File: src/rtl/fifo_stream_dwc.sv
// Serialises wide FIFO words into RATIO narrow valid/ready beats, back-to-back while the FIFO has data.
// Optional last_o output is enabled by defining FIFO_STREAM_DWC_LAST_EN.
module fifo_stream_dwc #(
  parameter int DATA_WIDTH = 32,
  parameter int OUT_WIDTH  = 8,
  parameter int MSB_FIRST  = 0
) (
  input  logic                  clk_i,
  input  logic                  rst_n_i,
  input  logic [DATA_WIDTH-1:0] fifo_data_i,
  input  logic                  fifo_empty_i,
  output logic                  fifo_pop_o,
  output logic [OUT_WIDTH-1:0]  data_o,
  output logic                  valid_o,
  input  logic                  ready_i,
  output logic                  busy_o
`ifdef FIFO_STREAM_DWC_LAST_EN
  ,
  output logic                  last_o
`endif
);

  localparam int RATIO = DATA_WIDTH / OUT_WIDTH;
  localparam int CNT_W = (RATIO > 1) ? $clog2(RATIO) : 1;
  localparam logic [CNT_W-1:0] CNT_LAST = CNT_W'(RATIO - 1);

  typedef enum logic {IDLE, SEND} state_t;

  state_t                state, state_next;
  logic [DATA_WIDTH-1:0] shreg, shreg_shifted;
  logic [CNT_W-1:0]      cnt;
  logic                  accept, word_done;

  assign accept    = (state == SEND) && ready_i;
  assign word_done = accept && (cnt == CNT_LAST);

  // NOTE: sequential state uses non-blocking assignments so every flop samples pre-edge values.
  always_ff @(posedge clk_i or negedge rst_n_i) begin
    if (!rst_n_i) state <= IDLE;
    else          state <= state_next;
  end

  // NOTE: defaults first in every combinational process, so no path leaves an output unassigned (no latch).
  always_comb begin
    state_next = state;
    case (state)
      IDLE:    if (!fifo_empty_i) state_next = SEND;
      SEND:    if (word_done && fifo_empty_i) state_next = IDLE;
      default: state_next = IDLE;
    endcase
  end

  // Pop is gated by reset so an asserted reset never consumes a FIFO word.
  always_comb begin
    fifo_pop_o = 1'b0;
    if (rst_n_i) begin
      case (state)
        IDLE:    fifo_pop_o = !fifo_empty_i;
        SEND:    fifo_pop_o = word_done && !fifo_empty_i;
        default: fifo_pop_o = 1'b0;
      endcase
    end
  end

  // The output chunk always sits at the same end of shreg; shifting moves the next chunk into it.
  generate
    if (RATIO > 1) begin : g_shift
      if (MSB_FIRST != 0) begin : g_msb
        assign shreg_shifted = {shreg[DATA_WIDTH-OUT_WIDTH-1:0], {OUT_WIDTH{1'b0}}};
        assign data_o        = shreg[DATA_WIDTH-1 -: OUT_WIDTH];
      end else begin : g_lsb
        assign shreg_shifted = {{OUT_WIDTH{1'b0}}, shreg[DATA_WIDTH-1:OUT_WIDTH]};
        assign data_o        = shreg[OUT_WIDTH-1:0];
      end
    end else begin : g_single
      assign shreg_shifted = shreg;
      assign data_o        = shreg;
    end
  endgenerate

  always_ff @(posedge clk_i or negedge rst_n_i) begin
    if (!rst_n_i) begin
      shreg <= '0;
      cnt   <= '0;
    end else if (fifo_pop_o) begin
      shreg <= fifo_data_i;
      cnt   <= '0;
    end else if (accept && (cnt != CNT_LAST)) begin
      shreg <= shreg_shifted;
      cnt   <= cnt + 1'b1;
    end
  end

  assign valid_o = (state == SEND);
  assign busy_o  = (state == SEND);

`ifdef FIFO_STREAM_DWC_LAST_EN
  logic last_q;

  // Tracks cnt == CNT_LAST one cycle ahead so last_o comes straight from a flop.
  always_ff @(posedge clk_i or negedge rst_n_i) begin
    if (!rst_n_i)       last_q <= 1'b0;
    else if (fifo_pop_o) last_q <= (RATIO == 1);
    else if (word_done)  last_q <= 1'b0;
    else if (accept)     last_q <= ((cnt + 1'b1) == CNT_LAST);
  end

  assign last_o = last_q;
`endif

endmodule

File: config.mk
export PLATFORM = sky130hd
export DESIGN_NAME = fifo_stream_dwc
export DESIGN_NICKNAME = d
export VERILOG_FILES = /design/src/rtl/fifo_stream_dwc.sv
export SDC_FILE = /design/constraint.sdc
export NUM_CORES = 1
export LEC_CHECK = 0
export ABC_CLOCK_PERIOD_IN_PS = 4100
export CAP_MARGIN = 20
export CELL_PAD_IN_SITES_DETAIL_PLACEMENT = 0
export CELL_PAD_IN_SITES_GLOBAL_PLACEMENT = 1
export CORE_ASPECT_RATIO = 0.75
export CORE_MARGIN = 4
export CORE_UTILIZATION = 40
export CTS_CLUSTER_DIAMETER = 150
export DETAILED_ROUTE_END_ITERATION = 6
export PLACE_DENSITY_LB_ADDON = 0.1
export SLEW_MARGIN = 10
export SYNTH_ARGS = -nofsm -noshare
export SYNTH_HDL_FRONTEND = slang
export SYNTH_SLANG_ARGS = --single-unit
export TNS_END_PERCENT = 5
File: constraint.sdc
create_clock -name clk_i -period 4.1 [get_ports clk_i]
set_clock_uncertainty 0.1 [all_clocks]
set_input_delay 0.615 -clock clk_i [delete_from_list [all_inputs] [get_ports clk_i]]
set_output_delay 0.615 -clock clk_i [all_outputs]
set_load 0.01 [all_outputs]
== Word-level counts from Yosys, hierarchy flattened ==
Index checks and enable logic that the tools add are counted.
Storage, ports and cells
  output and inout bits: 11
  register bits: 35
Operators by class
  bitwise operators: 1
  reductions and logical operators: 7
  mux-type cells: 9
  equality and inequality tests: 2
  add/sub/neg operators: 1
Operators by type and width (count)
  2-to-1 mux 32 bit: 2
  logical AND 1 bit: 5
  2-to-1 mux 2 bit: 2
  case mux 1 bit (2 select lines): 2
  2-to-1 mux 1 bit: 3
  adder 2 x 1 -> 2 bit, second input constant: 1
  == test 2 bit, second input constant: 1
  != test 2 bit, second input constant: 1
  nonzero test 2 bit: 1
  zero test 1 bit: 1
  inverter 1 bit: 1

== Depth between registers and ports, before layout ==
  word-level depth: 6
  mapped depth: 5

== Worst setup path before layout ==
No wires, ideal clock.
  kind: input -> output
  start: input port fifo_empty_i
  end: output port fifo_pop_o
  arrival time: 1.146 ns
  path buffers: 2
  setup slack: 2.239 ns
  stages on the path: 4
  path through: nand2b_1 -> buf_2 -> nor2_1 -> buf_6
Between the ends
  longest elaborated chain between the ends: 4
RTL lines
  start, declared: line 11  | input logic fifo_empty_i,
  zero test 1 bit (*): line 58, 59
  logical AND 1 bit: line 59  | SEND: fifo_pop_o = word_done && !fifo_empty_i;
  case mux 1 bit (2 select lines) (*): line 57  | case (state)
  2-to-1 mux 1 bit (*): line 56  | if (rst_n_i) begin
  end, declared: line 12  | output logic fifo_pop_o,
Every way passes the cells marked *; elsewhere a longest branch is shown, timed or not.

== Worst setup path in the final report ==
  start: input port ready_i
  end: output port fifo_pop_o
Between the ends
  longest elaborated chain between the ends: 5
RTL lines
  start, declared: line 15  | input logic ready_i,
  logical AND 1 bit: line 34  | assign accept = (state == SEND) && ready_i;
  logical AND 1 bit: line 35  | assign word_done = accept && (cnt == CNT_LAST);
  logical AND 1 bit: line 59
  case mux 1 bit (2 select lines): line 57
  2-to-1 mux 1 bit: line 56
Every way passes these cells.

==> metrics list <==
- Core occupancy in the finished layout: 0.536
- Detail Route Antenna Nets: 0
- The routed layout has 1,311 vias.
- Clock tree root buffer cell: clkbuf_8
* Met2 demand-to-capacity share in global routing: 0.238
* Critical Path Start Type: input pin
* Clock-pin slew on the worst setup and hold paths: 70 ps
* Post-synthesis instance area: 1790 µm²
- Each instance of the synthesized netlist takes up on average 10.6 µm².
- Die X-Extent: 85.2 µm
* Seq cells post-synth: 35
- The worst path meets setup with 765 ps of slack.
- STA puts the critical path data required time at 3380 ps.
- The setup path with the least slack is of type in -> out.
* Area leader, netlist: dfrtp_1
- Timing would allow up to 300 MHz.
- Counting the buffers created by CTS gives 5.
- Of the synthesized area, sequential elements account for 0.490.
- Period utilisation layout: 0.813
- The H-tree generated during clock tree synthesis spans 2 levels.
* Switching power total: 506 µW
- In this run the power density over the cells is 616 nW/µm².
- The number of antenna violations at the first check in global routing came to 0.
* Synth Net Count: 205
- Remaining global-route overflow: 0
- Row generation in the floorplan step produced 20 rows.
* DRC viols: 0
- Clock tree from TritonCTS: yes
- Routability-driven placement finished with a final weighted congestion of 0.685.
- Compared with the post-synthesis result, the final layout area differs by 25.4%.
- Post-DR vias/cell: 5.06
- Of the total power, the share spent switching nets is 0.367.
* Worst Hold Slack: 298 ps
- Insertion delay of the later-clocked pin in the worst-skew pair: 280 ps
* Peak VDD IR: 0.271 mV
* Worst Setup End Kind: primary output
- The total count of max-transition violations in the final report is 0.
* Total die area: 5610 µm²
- The longest clock path from root to sink contains 2 buffers.
- After the flow finishes, the layout carries non-filler instances totaling 259.
* Outcome: complete, no violations
- Number of resized instances in the post-cts repair step: 0
- In the final routed layout, each cell accounts on average for 15.1 µm.
- Data on the critical path arrives at its endpoint at 2620 ps.
* Unrepaired setup endpoints after global routing: false
- Final-layout setup total negative slack: 0 ps
* Wire length of the first global-routing pass: 6540 µm
- Sequential power share: 0.413
- The path class of the tightest hold or removal check is in -> async.
* Global routing usage on met3: 0.0399
- Part of the power in combinational logic: 0.408
* Met1 track utilization from global routing: 0.195
- OpenSTA, run right after detailed placement, puts the worst setup slack at 757 ps.
- The final-report hold violation count is 0.
- Post-CTS Hold Buffers: 0
* PortBufs: 46
* Pleak: 0.000968 µW
* Inserted Diodes: 0
* Number of DRC violations after detailed-routing iteration 0: 67
* Maxcap violations: 0
- The synthesized design contains 0 enable-type register cells.
* Ports placed on the boundary: 47
- The filler cells instantiated in the layout total 374.
- The die is 65.9 µm tall.
- Of the cells placed in the final design, the portion with a size suffix greater than 1 is 0.147.
- Number of instances in the placed design: 251
- HPWL after detailed placement: 2690 µm
- Count of warnings emitted by yosys: 0
- Worst-margin pin slew: 796 ps
- Headroom to the max-slew limit: 0.467
* Effective utilization at floorplan: 0.428
- The most common cell in the synthesized netlist is dfrtp_1.
- CTS saw 35 sinks.
* Top cells by area, synth: dfrtp_1 (49%), o32ai_1 (8.8%), buf_6 (5.7%)
- Distinct cell type count of the synthesized netlist: 24
- For this run, the total global-route usage over all layers was measured as 0.149.
- After detailed routing, the total wire length is 3920 µm.
- Worst reg2reg path depth: 4
- Setup violations remaining at the end of the flow were counted as 0.
- Of the post-synthesis cell area, the dominant cell type holds 0.490.
- Of all flip-flops after synthesis, the portion carrying an async set or reset was 1.00.
- Once the clock tree was built, the setup fixing pass inserted 0 buffers.
- In this run the worst path has a maximum fanout of 25.
- Flip-flop cell with the highest count after synthesis: dfrtp_1
- The first detailed-routing pass ran for 4 iterations.
- Entering global routing, the biggest net connects 37 pins.
* Most utilized layer in the global route result: met2
* Post-layout min period: 3330 ps
- The region available for standard cell placement spans 4180 µm².
* Cell count after synthesis: 168
- Sorting the synthesized cells by how often they occur yields dfrtp_1 (35), inv_1 (25), a21oi_1 (18), o32ai_1 (18).
- At the end of the flow, the number of nets in the layout was 240.
* Vias in the first global route: 1,413
- Clk pwr share: 0.179
- Internal power: 874 µW
area by class of cell:
type,instances,area [µm²],share of cell area
Inverter,25,93.8,0.0419
Clock buffer,5,68.8,0.0307
Multi-Input combinational cell,86,628,0.280
Clock inverter,3,20.0,0.00893
Tap cell,55,68.8,0.0307
Sequential cell,35,876,0.391
Timing Repair Buffer,50,485,0.217
power by group through the flow:
stage | clock (µW) | sequential [µW] | combinational, µW
3_3_place_gp | 0 | 569 | 561
3_5_place_dp | 0 | 577 | 571
5_1_grt | 274 | 591 | 637
6_report | 247 | 570 | 564
2_1_floorplan | 0 | 557 | 475
4_1_cts | 255 | 570 | 574
critical path, cell delays in order:
cell and delay [ps]:
clkdlybuf4s50_1 530, a21boi_4 680, nor2_1 110, buf_4 200, clkdlybuf4s50_1 480
cell families after synthesis:
| group | Yosys count | share of synthesized area |
|---|---|---|
| muxes | 1 | 0.00560 |
| xor gates and xnor gates | 1 | 0.00490 |
| and+or+nand+nor | 24 | 0.0658 |
| adders and majority gates | 1 | 0.00700 |
| buffers and inverters | 47 | 0.158 |
| DFF | 35 | 0.490 |
| AOI/OAI and AO/OA | 59 | 0.268 |
per-layer routing:
| metal | wire length (µm) | vias up |
|---|---|---|
| met4 | 45 | 0 |
| met5 | 0 | - |
| met2 | 1850 | 30 |
| met1 | 1840 | 626 |
| li1 | - | 650 |
| met3 | 191 | 5 |
placed cells by master, fill, tap and decap left out, drive strengths merged:
cell / instances
a21oi: 24
a21boi: 1
mux2i: 1
a21bo: 1
o22ai: 1
dfrtp: 35
clkbuf: 5
clkdlybuf4s50: 45
buf: 5
o32ai: 24
nand3: 8
nand2: 9
nor2b: 2
nand2b: 1
xor2: 1
clkinv: 1
nand3b: 1
ha: 1
inv: 25
clkinvlp: 2
nor2: 3
o21ai: 8
final timing paths:
kind / start / to / slack [ps]
setup / recovery: ready_i / fifo_pop_o / 770
hold / removal: rst_n_i / shreg[20] / 300
setup reg to reg: cnt[0] / shreg[17] / 1970
hold reg to reg: shreg[19] / shreg[19] / 410
max in group asynchronous: rst_n_i / shreg[12] / 3290
min in group clk_i: shreg[19] / shreg[19] / 410
through the flow:
step / cell area [µm²] / total power [µW]
global placement: 2150 / 1130
global route: 2240 / 1500
detailed placement: 2150 / 1150
CTS: 2240 / 1400
floorplan: 1790 / 1030
finish: 2240 / 1380
flip-flops by register name (all words and copies together), names as in the netlist:
signal and count:
busy_o 1, shreg 32, cnt 2
Power figures use the tool's default switching activity.
